===== config.mk =====
export PLATFORM = sky130hd
export DESIGN_NAME = bk_adder_arbiter
export DESIGN_NICKNAME = d
export VERILOG_FILES = /design/src/rtl/bk_arb_pkg.sv /design/src/rtl/bk_adder_core.sv /design/src/rtl/bk_rr_arbiter.sv /design/src/rtl/bk_adder_arbiter.sv
export SDC_FILE = /design/constraint.sdc
export NUM_CORES = 1
export LEC_CHECK = 0
export ABC_AREA = 1
export BUFFER_PORTS_ARGS = -buffer_cell sky130_fd_sc_hd__buf_2
export CORE_MARGIN = 8
export CORE_UTILIZATION = 50
export DETAILED_ROUTE_END_ITERATION = 10
export PLACE_DENSITY = 0.85
export REMOVE_ABC_BUFFERS = 1
export SLEW_MARGIN = 20
export SYNTH_ARGS = -nofsm -noshare
export SYNTH_HDL_FRONTEND = slang
export SYNTH_SLANG_ARGS = --single-unit

===== constraint.sdc =====
create_clock -name clk -period 3.7 [get_ports clk]
set_input_delay 0.37 -clock clk [delete_from_list [all_inputs] [get_ports clk]]
set_output_delay 0.37 -clock clk [all_outputs]
set_load 0.05 [all_outputs]

===== src/rtl/bk_arb_pkg.sv =====
// Shared types, widths and the round-robin pick function for the shared
// Brent-Kung adder arbiter.
package bk_arb_pkg;

    localparam int OP_W     = 12;
    localparam int SUM_W    = 13;
    localparam int MAX_REQ  = 8;
    localparam int MAX_ID_W = 3;

    typedef struct packed {
        logic [OP_W-1:0]     a;
        logic [OP_W-1:0]     b;
        logic [MAX_ID_W-1:0] id;
    } op_t;

    // One-hot grant to the first valid requester at or after ptr, wrapping at n.
    function automatic logic [MAX_REQ-1:0] rr_pick(input logic [MAX_REQ-1:0]  valid,
                                                   input logic [MAX_ID_W-1:0] ptr,
                                                   input int                  n);
        logic [MAX_REQ-1:0]  grant;
        logic                found;
        logic [MAX_ID_W:0]   pos;
        grant = '0;
        found = 1'b0;
        for (int k = 0; k < MAX_REQ; k++) begin
            if (k < n) begin
                pos = {1'b0, ptr} + (MAX_ID_W+1)'(k);
                if (pos >= (MAX_ID_W+1)'(n)) pos = pos - (MAX_ID_W+1)'(n);
                if (!found && valid[pos[MAX_ID_W-1:0]]) begin
                    grant[pos[MAX_ID_W-1:0]] = 1'b1;
                    found = 1'b1;
                end
            end
        end
        return grant;
    endfunction

endpackage


===== src/rtl/bk_adder_core.sv =====
// Combinational 12-bit Brent-Kung adder; operand bits arrive interleaved
// (a[k] at 2k, b[k] at 2k+1), sum bit 12 is the carry-out.
module bk_adder_core
    import bk_arb_pkg::*;
(
    input  logic [2*OP_W-1:0] core_in,
    output logic [SUM_W-1:0]  core_sum
);

    localparam int TOP = 1 << ($clog2(OP_W + 1) - 1);

    logic [OP_W-1:0] hs;
    logic [OP_W-1:0] g;
    logic [OP_W-1:0] p;

    // NOTE: every combinational output gets a default before any conditional
    // update so no path leaves it unassigned and no latch is inferred.
    always_comb begin
        for (int k = 0; k < OP_W; k++) begin
            g[k]  = core_in[2*k] & core_in[2*k+1];
            hs[k] = core_in[2*k] ^ core_in[2*k+1];
        end
        p = hs;
        // Up-sweep builds prefixes at 2^j-1, down-sweep fills the gaps.
        for (int d = 1; d < OP_W; d = d * 2) begin
            for (int i = 2*d - 1; i < OP_W; i = i + 2*d) begin
                g[i] = g[i] | (p[i] & g[i-d]);
                p[i] = p[i] & p[i-d];
            end
        end
        for (int d = TOP / 2; d >= 1; d = d / 2) begin
            for (int i = 3*d - 1; i < OP_W; i = i + 2*d) begin
                g[i] = g[i] | (p[i] & g[i-d]);
                p[i] = p[i] & p[i-d];
            end
        end
        core_sum[0] = hs[0];
        for (int k = 1; k < OP_W; k++) core_sum[k] = hs[k] ^ g[k-1];
        core_sum[OP_W] = g[OP_W-1];
    end

endmodule


===== src/rtl/bk_rr_arbiter.sv =====
// Round-robin picker with its pointer; the pointer moves past the winner
// only when the caller reports that the grant was taken.
module bk_rr_arbiter
    import bk_arb_pkg::*;
#(
    parameter int NUM_REQ = 4,
    parameter int ID_W    = 2
) (
    input  logic               clk,
    input  logic               rst,
    input  logic [NUM_REQ-1:0] req_valid,
    input  logic               advance,
    output logic [NUM_REQ-1:0] grant,
    output logic [ID_W-1:0]    grant_id
);

    logic [ID_W-1:0]    ptr_q;
    logic [ID_W-1:0]    ptr_d;
    logic [MAX_REQ-1:0] pick;
    logic               unused_pick;

    always_comb begin
        pick     = rr_pick(MAX_REQ'(req_valid), MAX_ID_W'(ptr_q), NUM_REQ);
        grant    = pick[NUM_REQ-1:0];
        grant_id = '0;
        for (int i = 0; i < NUM_REQ; i++) begin
            if (pick[i]) grant_id = ID_W'(i);
        end
        ptr_d = ptr_q;
        if (advance) ptr_d = (int'(grant_id) == NUM_REQ - 1) ? '0 : grant_id + 1'b1;
    end

    assign unused_pick = ^pick;

    // NOTE: state registers use non-blocking assignments so every flop samples
    // pre-edge values regardless of process evaluation order.
    always_ff @(posedge clk or posedge rst) begin
        if (rst) ptr_q <= '0;
        else     ptr_q <= ptr_d;
    end

endmodule


===== src/rtl/bk_adder_arbiter.sv =====
// Shares one Brent-Kung adder among NUM_REQ requesters: round-robin grant,
// operand stage S1, adder, result stage S2 with a valid/ready response.
module bk_adder_arbiter
    import bk_arb_pkg::*;
#(
    parameter int NUM_REQ = 4,
    parameter int ID_W    = 2,
    parameter int CNT_W   = 16
) (
    input  logic                    clk,
    input  logic                    rst,
    input  logic                    enable,
    input  logic [NUM_REQ-1:0]      req_valid,
    input  logic [NUM_REQ*OP_W-1:0] req_a,
    input  logic [NUM_REQ*OP_W-1:0] req_b,
    output logic [NUM_REQ-1:0]      req_ready,
    output logic                    rsp_valid,
    output logic [SUM_W-1:0]        rsp_sum,
    output logic [ID_W-1:0]         rsp_id,
    input  logic                    rsp_ready,
    output logic                    busy,
    output logic [CNT_W-1:0]        ops_done
);

    op_t               s1_q, s1_d, sel;
    logic              v1_q, v1_d;
    logic              rsp_valid_q, rsp_valid_d;
    logic [SUM_W-1:0]  sum_q, sum_d;
    logic [ID_W-1:0]   id_q, id_d;
    logic [CNT_W-1:0]  cnt_q, cnt_d;

    logic [NUM_REQ-1:0] grant;
    logic [ID_W-1:0]    grant_id;
    logic               s2_free, s1_adv, s1_free, accept;
    logic [2*OP_W-1:0]  core_in;
    logic [SUM_W-1:0]   core_sum;
    logic               unused_id;

    bk_rr_arbiter #(.NUM_REQ(NUM_REQ), .ID_W(ID_W)) u_arb (
        .clk       (clk),
        .rst       (rst),
        .req_valid (req_valid),
        .advance   (accept),
        .grant     (grant),
        .grant_id  (grant_id)
    );

    bk_adder_core u_core (
        .core_in  (core_in),
        .core_sum (core_sum)
    );

    // Handshake: S1 may take a new op whenever its current op moves on this cycle.
    always_comb begin
        s2_free   = ~rsp_valid_q | rsp_ready;
        s1_adv    = v1_q & s2_free;
        s1_free   = ~v1_q | s1_adv;
        req_ready = (enable && s1_free && !rst) ? grant : '0;
        accept    = |(req_valid & req_ready);
    end

    always_comb begin
        sel    = '0;
        sel.id = MAX_ID_W'(grant_id);
        for (int i = 0; i < NUM_REQ; i++) begin
            if (req_ready[i]) begin
                sel.a = req_a[OP_W*i +: OP_W];
                sel.b = req_b[OP_W*i +: OP_W];
            end
        end
        s1_d = accept ? sel : s1_q;
        v1_d = accept | (v1_q & ~s1_adv);

        for (int k = 0; k < OP_W; k++) begin
            core_in[2*k]   = s1_q.a[k];
            core_in[2*k+1] = s1_q.b[k];
        end

        rsp_valid_d = s1_adv | (rsp_valid_q & ~rsp_ready);
        sum_d       = s1_adv ? core_sum : sum_q;
        id_d        = s1_adv ? ID_W'(s1_q.id) : id_q;

        cnt_d = cnt_q;
        if (rsp_valid_q && rsp_ready && !(&cnt_q)) cnt_d = cnt_q + 1'b1;
    end

    assign unused_id = ^s1_q.id;

    // NOTE: the operand payload is reset along with its valid bit; it is only
    // a few flops and keeps rsp_sum/rsp_id at zero after reset without special cases.
    always_ff @(posedge clk or posedge rst) begin
        if (rst) begin
            v1_q        <= 1'b0;
            s1_q        <= '0;
            rsp_valid_q <= 1'b0;
            sum_q       <= '0;
            id_q        <= '0;
            cnt_q       <= '0;
        end else begin
            v1_q        <= v1_d;
            s1_q        <= s1_d;
            rsp_valid_q <= rsp_valid_d;
            sum_q       <= sum_d;
            id_q        <= id_d;
            cnt_q       <= cnt_d;
        end
    end

    assign rsp_valid = rsp_valid_q;
    assign rsp_sum   = sum_q;
    assign rsp_id    = id_q;
    assign busy      = v1_q | rsp_valid_q;
    assign ops_done  = cnt_q;

endmodule


==> impl_metrics.ini <==
[worst_setup_path]
critPathSlowestCell = dfrtp_1
slowest_delay_ns = 0.54
worst-path-stages = 12
path_max_fanout = 25
crit_family = buffers and inverters
crit_buf_inv = 4
critical_path_required_ns = 3.33
reg2reg_depth = 16
crit_arrival_ns = 2.89
end_kind = primary output
worstSetupPathType = reg2out
critPathLaunchType = flip-flop
path_cells = inv_2, ha_1, inv_1, nand3_1, nand3_1, nand2_1, nor2_2, nand2_1, nand3_2, nand2_2, inv_2, buf_2

[placement]
dp.cells = 947
port_buffers = 140
place_hpwl_um = 9370
place.gp.congestion = 0.931
dp_slack_ns = 0.828

[finish]
drive_gt1_share_pct = 21.8
ff_latch_area_um2 = 1530
finalNonFillerCells = 963
antenna_cells = 0
finalNetCount = 976
synthToLayoutAreaGrowth_pct = 20.7
multi_input_area_um2 = 2590
fillCellCount = 872

[sta]
slew_headroom_pct = 50.2
worst_pin_slew_ns = 0.747
drv_slew = 0
finalHoldViolCount = 0
fmax_mhz = 307
min_period_over_period_pct = 88.2
fin_ws_ns = 0.438
setup_viol = 0
fin_tns_setup_ns = 0
rsz0062_at_grt = false
finClkSkew_ns = 0.0119
period_needed_ns = 3.26

[global_routing]
grt_usage_pct = 18.8
antenna_found_initial = 0
overflow = 0
grt_pass1_wl_um = 19800
grt_pass1_vias = 4389
grt_max_degree = 62

[clock_tree]
clk_latency_ns = 0.33
hold_buffers = 0
clockBufferDepth = 2
cts_resized = 0
htreeDepth = 3
clockRootBuffer = clkbuf_8
path_clk_slew_ns = 0.07
cts_setup_buffers = 0
numCtsBuffers = 9
cts_tree = built
clock-sinks = 61

[synthesis]
synth_top_area_cell = dfrtp_1
synth.top_cells.by_area = dfrtp_1, nand2_1, nor2_1
ys_seq_area_share_pct = 33.3
yosys_warnings = 0
avgSynthCellArea_um2 = 6.41
synth_seq_cells = 61
synth_common_cells = nand2_1, nor2_1, inv_1
synth_edf_count = 0
syn_area_um2 = 4590
synthArstFlopShare_pct = 100
yosys.cell_types.count = 31
synth_top_area_share_pct = 33.3
netlist_instances = 715
synth.most_common_cell = nand2_1
yosys_most_used_dff = dfrtp_1

[route]
firstDrtPassIters = 4
viasPerCell = 4.78
drc = 0
routed_wl_um = 12000
vias = 4606
drtAntennaViolNets = 0
wl_per_cell_um = 12.4
drt_iter0_drc = 282

[power_and_ir_drop]
switchingPower_mw = 1.96
pwr-share-seq_pct = 27.6
vdd_drop_max_uv = 380
power.share.switching_pct = 52.7
power_frac_comb_pct = 58.4
p_clk_share_pct = 14.0
p_leak_nw = 3.52
intPower_mw = 1.76
p_per_area_nw_per_um2 = 673

[floorplanning]
die_h_um = 112
initial_core_util_pct = 50.6
die_w_um = 112
ioPinCount = 141
rows = 35
fp.dieArea_um2 = 12500
fp.coreArea_um2 = 9060

[hold_path]
hold_class = in2async

[run]
drv_cap = 0

[status]
run_status = finished clean
## path summary, 6_finish.rpt
check,from,to,slack [ns]
setup reg to reg,u_arb.ptr_q[0],core_in[5],0.83
setup / recovery,u_arb.ptr_q[0],req_ready[2],0.44
min in group clk,rsp_ready,rsp_valid,0.34
hold / removal,rst,rsp_sum[4],0.33
max in group asynchronous,rst,core_in[4],2.88
hold reg to reg,s1_q[1],rsp_id[1],0.48
## power groups by stage
stage	sequential (mW)	clock [mW]	combinational, mW
floorplan	1.30	0	1.34
global placement	1.03	0	2.13
detailed placement	1.04	0	2.17
CTS	1.03	0.529	2.18
global route	1.06	0.565	2.44
finish	1.03	0.520	2.17
## cells by family (layout without fill, tap and decap cells)
kind of cell    Yosys count  in the layout  synth area share [%]
compound gates           25             25                  3.03
xor+xnor                 19             19                  3.63
fa+ha+maj                25             25                  7.80
buf+inv                 115            252                  10.4
flops                    61             61                  33.3
simple gates            470            470                  41.9
## per-stage QoR
step           total power, mW  hold slack [ns]  util [%]  instance area, µm²
2_1_floorplan             2.65            0.442         -                4440
3_3_place_gp              3.16            0.460      59.1                5360
3_5_place_dp              3.21            0.463      59.1                5360
4_1_cts                   3.73            0.319      61.0                5530
5_1_grt                   4.06            0.346      61.0                5530
6_report                  3.72            0.330      61.0                5530
## worst register-to-register path: stages, from the launching register on
cell and delay, ns:
dfrtp_1 0.54, inv_2 0.16, ha_1 0.36, inv_1 0.06, nand3_1 0.10, nand3_1 0.14, nand2_1 0.14, inv_2 0.07
nand3_1 0.08, nand3_2 0.17, nand3_1 0.12, nand2_1 0.10, nor2_4 0.27, buf_12 0.26, nor2_1 0.07, nand2_1 0.08
nand2_1 0.05
## registers in the layout (all words and copies together) (netlist names)
register     cells
core_in         24
ops_done        16
rsp_sum         13
rsp_id           2
s1_q             2
u_arb.ptr_q      2
rsp_valid        1
v1_q             1
## cell type report
| type | instances | area share [%] |
|---|---|---|
| multi-input combinational | 539 | 46.8 |
| sequential | 61 | 27.6 |
| timing repair buffer | 148 | 14.0 |
| inverter | 88 | 5.97 |
| tap | 111 | 2.51 |
| clock inverter | 6 | 0.701 |
| clock buffer | 10 | 2.49 |
## cells in the final DEF (no fill, tap or decap), drive strengths merged
cell type  count
clkinv         7
nand4          3
clkbuf        10
a21boi         1
nor3b          1
inv           85
nor3           5
fa             6
clkinvlp       2
buf          148
nand2        310
a21o           1
xor2          13
o21ai         14
dfrtp         61
xnor2          6
nand3         58
a21oi          4
a31oi          4
nor2          92
ha            19
or2            1
a221oi         1
## layer usage
metal	wire length, µm	vias to the layer above	share of wire [%]	GRT usage [%]
li1	-	2430	-	-
met1	5530	2022	46	24.0
met2	5450	145	46	30.2
met3	824	9	6.9	5.47
met4	144	0	1.2	5.74
met5	0	-	0	0
Note: power is estimated with default switching activity, not from simulation.
